### src/rtl/main_control_pkg.sv
// Shared encodings for the RV32I main control decoder: opcodes, ALU op
// classes, writeback selects and the packed control bundle.
// The JALR/AUIPC opcodes below are only decoded when MAIN_CTRL_EXT_OPS_EN is defined.
package main_control_pkg;

    localparam logic [6:0] OP_RTYPE  = 7'b0110011;
    localparam logic [6:0] OP_ITYPE  = 7'b0010011;
    localparam logic [6:0] OP_LOAD   = 7'b0000011;
    localparam logic [6:0] OP_STORE  = 7'b0100011;
    localparam logic [6:0] OP_BRANCH = 7'b1100011;
    localparam logic [6:0] OP_JAL    = 7'b1101111;
    localparam logic [6:0] OP_LUI    = 7'b0110111;
    localparam logic [6:0] OP_JALR   = 7'b1100111;
    localparam logic [6:0] OP_AUIPC  = 7'b0010111;

    localparam logic [2:0] ALUOP_ADD   = 3'b000;
    localparam logic [2:0] ALUOP_BR    = 3'b001;
    localparam logic [2:0] ALUOP_R     = 3'b010;
    localparam logic [2:0] ALUOP_I     = 3'b011;
    localparam logic [2:0] ALUOP_JUMP  = 3'b100;
    localparam logic [2:0] ALUOP_LUI   = 3'b101;
    localparam logic [2:0] ALUOP_AUIPC = 3'b110;

    localparam logic [1:0] WB_ALU = 2'b00;
    localparam logic [1:0] WB_MEM = 2'b01;
    localparam logic [1:0] WB_PC4 = 2'b10;

    // Field order matches the decode table: br mr m2r mw src rw aluop ill
    typedef struct packed {
        logic       branch;
        logic       memread;
        logic [1:0] memtoreg;
        logic       memwrite;
        logic       alusrc;
        logic       reg_write;
        logic [2:0] aluop;
        logic       illegal;
    } ctrl_t;

    localparam ctrl_t CTRL_ILLEGAL = '{branch: 1'b0, memread: 1'b0, memtoreg: WB_ALU,
                                       memwrite: 1'b0, alusrc: 1'b0, reg_write: 1'b0,
                                       aluop: ALUOP_ADD, illegal: 1'b1};

endpackage

### src/rtl/main_control_if.sv
// Decode request (en/opcode) and registered control strobes between the
// fetch/decode stage (master) and the main control unit (slave).
interface main_control_if;
    import main_control_pkg::*;

    logic       en;
    logic [6:0] opcode;
    logic       branch;
    logic       memread;
    logic [1:0] memtoreg;
    logic       memwrite;
    logic       alusrc;
    logic       reg_write;
    logic [2:0] aluop;
    logic       illegal;

    modport master (
        output en, opcode,
        input  branch, memread, memtoreg, memwrite, alusrc, reg_write, aluop, illegal
    );

    modport slave (
        input  en, opcode,
        output branch, memread, memtoreg, memwrite, alusrc, reg_write, aluop, illegal
    );
endinterface

### src/rtl/main_control_dec.sv
// Purely combinational opcode -> control bundle decoder.
// MAIN_CTRL_EXT_OPS_EN adds JALR and AUIPC; otherwise they decode as illegal.
module main_control_dec
    import main_control_pkg::*;
(
    input  logic [6:0] opcode,
    output ctrl_t      ctrl
);

    // Start from the illegal bundle so unknown or X/Z opcodes leave every strobe low
    always_comb begin
        ctrl = CTRL_ILLEGAL;
        case (opcode)
            OP_RTYPE:  ctrl = '{1'b0, 1'b0, WB_ALU, 1'b0, 1'b0, 1'b1, ALUOP_R,    1'b0};
            OP_ITYPE:  ctrl = '{1'b0, 1'b0, WB_ALU, 1'b0, 1'b1, 1'b1, ALUOP_I,    1'b0};
            OP_LOAD:   ctrl = '{1'b0, 1'b1, WB_MEM, 1'b0, 1'b1, 1'b1, ALUOP_ADD,  1'b0};
            OP_STORE:  ctrl = '{1'b0, 1'b0, WB_ALU, 1'b1, 1'b1, 1'b0, ALUOP_ADD,  1'b0};
            OP_BRANCH: ctrl = '{1'b1, 1'b0, WB_ALU, 1'b0, 1'b0, 1'b0, ALUOP_BR,   1'b0};
            OP_JAL:    ctrl = '{1'b1, 1'b0, WB_PC4, 1'b0, 1'b0, 1'b1, ALUOP_JUMP, 1'b0};
            OP_LUI:    ctrl = '{1'b0, 1'b0, WB_ALU, 1'b0, 1'b1, 1'b1, ALUOP_LUI,  1'b0};
`ifdef MAIN_CTRL_EXT_OPS_EN
            OP_JALR:   ctrl = '{1'b1, 1'b0, WB_PC4, 1'b0, 1'b1, 1'b1, ALUOP_JUMP,  1'b0};
            OP_AUIPC:  ctrl = '{1'b0, 1'b0, WB_ALU, 1'b0, 1'b1, 1'b1, ALUOP_AUIPC, 1'b0};
`endif
            default:   ctrl = CTRL_ILLEGAL;
        endcase
    end

endmodule

### src/rtl/main_control_unit.sv
// Main control unit for the single-cycle RV32I core: opcode decoder followed
// by one enable-gated, asynchronously reset output register (1-cycle latency).
// Optional JALR/AUIPC decode is enabled by defining MAIN_CTRL_EXT_OPS_EN.
module main_control_unit
    import main_control_pkg::*;
(
    input  logic          clk,
    input  logic          rst_n,
    main_control_if.slave bus
);

    ctrl_t ctrl_next;
    ctrl_t ctrl_reg;

    main_control_dec u_dec (
        .opcode (bus.opcode),
        .ctrl   (ctrl_next)
    );

    // Output register: cleared at once by reset, loads the decode only when enabled
    always_ff @(posedge clk or negedge rst_n) begin
        if (!rst_n) begin
            ctrl_reg <= '0;
        end else if (bus.en) begin
            ctrl_reg <= ctrl_next;
        end
    end

    assign bus.branch    = ctrl_reg.branch;
    assign bus.memread   = ctrl_reg.memread;
    assign bus.memtoreg  = ctrl_reg.memtoreg;
    assign bus.memwrite  = ctrl_reg.memwrite;
    assign bus.alusrc    = ctrl_reg.alusrc;
    assign bus.reg_write = ctrl_reg.reg_write;
    assign bus.aluop     = ctrl_reg.aluop;
    assign bus.illegal   = ctrl_reg.illegal;

endmodule

### src/flat_wrapper.sv
// flat-port wrapper written by rule: the top's interface ports become plain ports
module main_control_unit_flat import main_control_pkg::*;
  (clk, rst_n, bus_en, bus_opcode, bus_branch, bus_memread, bus_memtoreg, bus_memwrite, bus_alusrc, bus_reg_write, bus_aluop, bus_illegal);
  main_control_if bus_i ();
  input  logic clk;
  input  logic rst_n;
  input wire logic [$bits(bus_i.en)-1:0] bus_en;
  input wire logic [$bits(bus_i.opcode)-1:0] bus_opcode;
  output wire logic [$bits(bus_i.branch)-1:0] bus_branch;
  output wire logic [$bits(bus_i.memread)-1:0] bus_memread;
  output wire logic [$bits(bus_i.memtoreg)-1:0] bus_memtoreg;
  output wire logic [$bits(bus_i.memwrite)-1:0] bus_memwrite;
  output wire logic [$bits(bus_i.alusrc)-1:0] bus_alusrc;
  output wire logic [$bits(bus_i.reg_write)-1:0] bus_reg_write;
  output wire logic [$bits(bus_i.aluop)-1:0] bus_aluop;
  output wire logic [$bits(bus_i.illegal)-1:0] bus_illegal;
  assign bus_i.en = bus_en;
  assign bus_i.opcode = bus_opcode;
  assign bus_branch = bus_i.branch;
  assign bus_memread = bus_i.memread;
  assign bus_memtoreg = bus_i.memtoreg;
  assign bus_memwrite = bus_i.memwrite;
  assign bus_alusrc = bus_i.alusrc;
  assign bus_reg_write = bus_i.reg_write;
  assign bus_aluop = bus_i.aluop;
  assign bus_illegal = bus_i.illegal;
  main_control_unit u_core (.clk(clk), .rst_n(rst_n), .bus(bus_i));
endmodule
### config.mk
export PLATFORM = sky130hd
export DESIGN_NAME = main_control_unit_flat
export DESIGN_NICKNAME = d
export VERILOG_FILES = /design/src/rtl/main_control_pkg.sv /design/src/rtl/main_control_if.sv /design/src/rtl/main_control_dec.sv /design/src/rtl/main_control_unit.sv /design/src/flat_wrapper.sv
export SDC_FILE = /design/constraint.sdc
export NUM_CORES = 1
export LEC_CHECK = 0
export CORE_UTILIZATION = 44
export CTS_CLUSTER_SIZE = 16
export DETAILED_ROUTE_END_ITERATION = 10
export PLACE_DENSITY = 0.77
export SETUP_SLACK_MARGIN = 0.1
export SLEW_MARGIN = 20
export SYNTH_ARGS = -nofsm -noshare
export SYNTH_HDL_FRONTEND = slang
export SYNTH_HIERARCHICAL = 1
export SYNTH_SLANG_ARGS = --single-unit
export TNS_END_PERCENT = 10
### constraint.sdc
create_clock -name clk -period 1.05 [get_ports clk]
set_clock_uncertainty 0.05 [all_clocks]
set_input_delay 0.1575 -clock clk [delete_from_list [all_inputs] [get_ports clk]]
set_output_delay 0.1575 -clock clk [all_outputs]
set_load 0.01 [all_outputs]
==> results of run 1 <==
==> through the flow <==
stage / power (mW) / TNS (ns) / cells / hold WS [ns]
after CTS: 0.9562 / 0 / 115 / 0.1196
final: 0.9784 / 0 / 115 / 0.1073
after detailed placement: 0.6420 / -6.585 / 109 / 0.4187
after floorplan: 0.5281 / -0.4195 / 57 / -0.1881
after global routing: 1.011 / -0.002048 / 115 / 0.1280
after global placement: 0.6365 / -6.045 / 109 / 0.4203
==> routing by layer <==
metal,vias up,wire length [um],global-route usage (%)
met5,-,0,0
met4,0,31,12.50
met3,6,90,7.065
met2,23,837,44.84
met1,292,731,25.50
li1,288,-,-
==> flip-flops by register name (all words and copies together) (netlist names) <==
register              cells
u_core/bus.alusrc         1
u_core/bus.aluop          3
u_core/bus.branch         1
u_core/bus.memwrite       1
u_core/bus.reg_write      1
u_core/bus.memread        1
u_core/bus.memtoreg       2
u_core/bus.illegal        1
==> layout by cell type (no fill, tap or decap), types with 2 or more instances in the layout <==
master / count
sky130_fd_sc_hd__clkdlybuf4s15_1: 2
sky130_fd_sc_hd__nand2_1: 3
sky130_fd_sc_hd__a31oi_1: 2
sky130_fd_sc_hd__buf_2: 9
sky130_fd_sc_hd__buf_6: 8
sky130_fd_sc_hd__a21o_1: 2
sky130_fd_sc_hd__clkbuf_4: 3
sky130_fd_sc_hd__and3_1: 2
sky130_fd_sc_hd__nand3b_1: 2
sky130_fd_sc_hd__dfrtp_1: 11
sky130_fd_sc_hd__mux2_4: 10
sky130_fd_sc_hd__nor3_2: 2
sky130_fd_sc_hd__buf_4: 20
==> layout make-up <==
type / count / area (um2)
Sequential cell: 11 / 275.3
Clock buffer: 4 / 26.28
Timing Repair Buffer: 44 / 381.6
Inverter: 1 / 3.754
Fill cell: 87 / 256.5
Tap cell: 15 / 18.77
Multi-Input combinational cell: 40 / 387.9
==> power breakdown <==
part | leakage, nW | switching (mW) | internal (mW)
clock | 0.0150 | 0.168 | 0.147
sequential | 0.148 | 0.00417 | 0.431
combinational | 0.398 | 0.0969 | 0.131
==> worst paths after layout <==
path	end	slack (ns)	cells past startpoint
worst max register to register	u_core/bus.memwrite	0.10	2
max in group asynchronous	u_core/bus.memtoreg[0]	0.67	2
worst min register to register	u_core/bus.memtoreg[0]	0.46	1
worst min-delay path	u_core/bus.memtoreg[1]	0.11	2
min in group clk	u_core/bus.aluop[2]	0.31	4
worst max-delay path	u_core/bus.illegal	0.03	5
==> cell usage after synthesis, drive strengths merged <==
cell / number
nor3: 3
xor2: 1
a211oi: 1
or2: 2
mux2: 11
and3: 2
o21ai: 1
inv: 1
nand2: 4
nor4b: 1
buf: 5
dfrtp: 11
a21oi: 1
a21o: 2
nand3b: 2
nand3: 2
and4bb: 1
xnor2: 1
a31oi: 2
and2: 1
nor2: 2
==> what timing repair did <==
item,in CTS,in global routing
pin swaps,3,7
resized for setup,74,19
buffers inserted,2,0
endpoints found under the setup margin,22,21
gates cloned,1,0
==> worst reg2reg max path, stage by stage (launching register included) <==
cell                      delay (ns)
sky130_fd_sc_hd__dfrtp_1        0.40
sky130_fd_sc_hd__buf_4          0.13
sky130_fd_sc_hd__mux2_4         0.26
==> logic make-up after synthesis <==
kind of cell           after synthesis
multiplexers                        11
AND/OR/NAND/NOR                     20
AO/OA/AOI/OAI                        7
flip-flops                          11
XOR/XNOR                             2
buffers and inverters                6
==> flow_metrics.tcl, run 1 <==
set metrics [dict create \
    status "completed" \
    cp-start-kind "primary input" \
    detailroute.via_count 609 \
    setup.worst_path.class "primary input to flip-flop" \
    drt_iter0_drc 15 \
    final_util_pct 81.00 \
    cell_area_power_density_nw_per_um2 894.7 \
    post_synth_instance_area_um2 660.6 \
    dp_hpwl_um 1109 \
    global_route_wire_length_before_repair_um 2532 \
    timing.final.crit_share_pct 96.98 \
    clock-root-buffer "sky130_fd_sc_hd__clkbuf_4" \
    end_kind "flip-flop" \
    top_cell_type_by_total_area_after_synthesis "sky130_fd_sc_hd__dfrtp_1" \
    cts_tree "built" \
    globalRouteOverflowTotal 0 \
    synth_top_family_by_area "multiplexers" \
    placement_row_count 13 \
    detail_route.wirelength_um 1689 \
    start_util_pct 48.93 \
    worst_path_dominant_cell_family "compound AO/OA/AOI/OAI gates" \
    cts_htree_levels 1 \
    post-route-cell-area_um2 1094 \
    gp_congestion 0.8786 \
    antenna_violations_before_repair 0 \
    maxCapViolCount 0 \
    drt_pre_antenna_iters 4 \
    synth_warnings 6 \
    global_route_usage_sum_pct 24.72 \
    post_synth_fa_ha_maj_area_fraction_pct 0 \
    timing_hold_violations_final 0 \
    worst_path_max_delay_cell "sky130_fd_sc_hd__or2_4" \
    total_leakage_power_nw 0.5612 \
    final_layout_size_suffix_gt1_share_pct 65.00 \
    grt_setup_unrepaired "yes" \
    clk_pin_slew_worst_paths_ns 0.09 \
    layout_setup_ws_ns 0.03173 \
    drtAntennaViolNets 0 \
    max_slew_margin_pct 84.38 \
    dieArea_um2 1661 \
    detailedPlace.worstSlack_ns -0.6964 \
    insertedDiodeCount 0 \
    final-max-slew-violation-count 0 \
    timing.critical_path.from "bus_opcode[2]" \
    post_synthesis_compound_gate_area_fraction_pct 6.818 \
    area_growth_pct 65.53 \
    post-route-drc-count 0 \
    first_global_vias 577 \
    cts.path.max_buffers 2 \
    max_clk_rate_ghz 0.9821 \
    worstPathCellList "buf_6 > or2_4 > a21o_1 > a21o_1 > mux2_4" \
    simple_logic_cell_fraction_of_the_synthesized_area_pct 17.80 \
    timing.critical_path.buf_inv 1 \
    clk-insertion-delay-late_ns 0.28 \
    syn-num-nets 67 \
    tritoncts_buffers 3 \
    crit_required_ns 1.16 \
    vdd_drop_max_v 0.0005398 \
    cts_hold_repair.buffers 0 \
    yosys.area_share.xor_xnor_pct 2.652 \
    avgViaCountPerCell 5.296 \
    numPortBuffers 20 \
    numClockSinks 11 \
    die_w_um 40.75 \
    tightestPinTransition_ns 0.2331 \
    instance_area_after_placement_um2 1017 \
    delay_contributed_by_the_slowest_stage_of_the_critical_path_ns 0.25 \
    synth_mux_area_share_pct 24.43 \
    drt_wl_cell_um 14.69 \
    holdCritPathClass "primary input to asynchronous set/reset pin" \
    layout.nets 111 \
    floorplan.die.height_um 40.75 \
    worst-path-max-fanout 8 \
    synth_top_cells_by_area "sky130_fd_sc_hd__dfrtp_1, sky130_fd_sc_hd__mux2_4, sky130_fd_sc_hd__buf_6" \
    grt_max_degree 12 \
    setup_violations 0 \
    yosys.area.top_type_share_pct 41.67 \
    number_of_library_cell_types_mapped_by_synthesis 25 \
    ys_ff_latch 11 \
    r2r_start "u_core/bus.memwrite" \
    finalWorstPathRequiredPeriod_ns 1.018 \
    post_synth.cell_area_avg_um2 11.59 \
    critical_path.most_common_cell "sky130_fd_sc_hd__a21o_1" \
    ios 21 \
    synthCells 57 \
    synth_sequential_area_ratio_pct 41.67 \
    core-area_um2 1350 \
    critical_path_arrival_ns 1.13 \
]
Power figures use the tool's default switching activity.
==> run 2, diff against run 1 <==
--- a/config.mk
+++ b/config.mk
@@ -10,7 +10,6 @@
 export DETAILED_ROUTE_END_ITERATION = 10
 export PLACE_DENSITY = 0.77
 export SETUP_SLACK_MARGIN = 0.1
-export SLEW_MARGIN = 20
 export SYNTH_ARGS = -nofsm -noshare
 export SYNTH_HDL_FRONTEND = slang
 export SYNTH_HIERARCHICAL = 1
==> results of run 2 <==
Same layout as run 1: the final DEF is identical, and so are final timing and power.
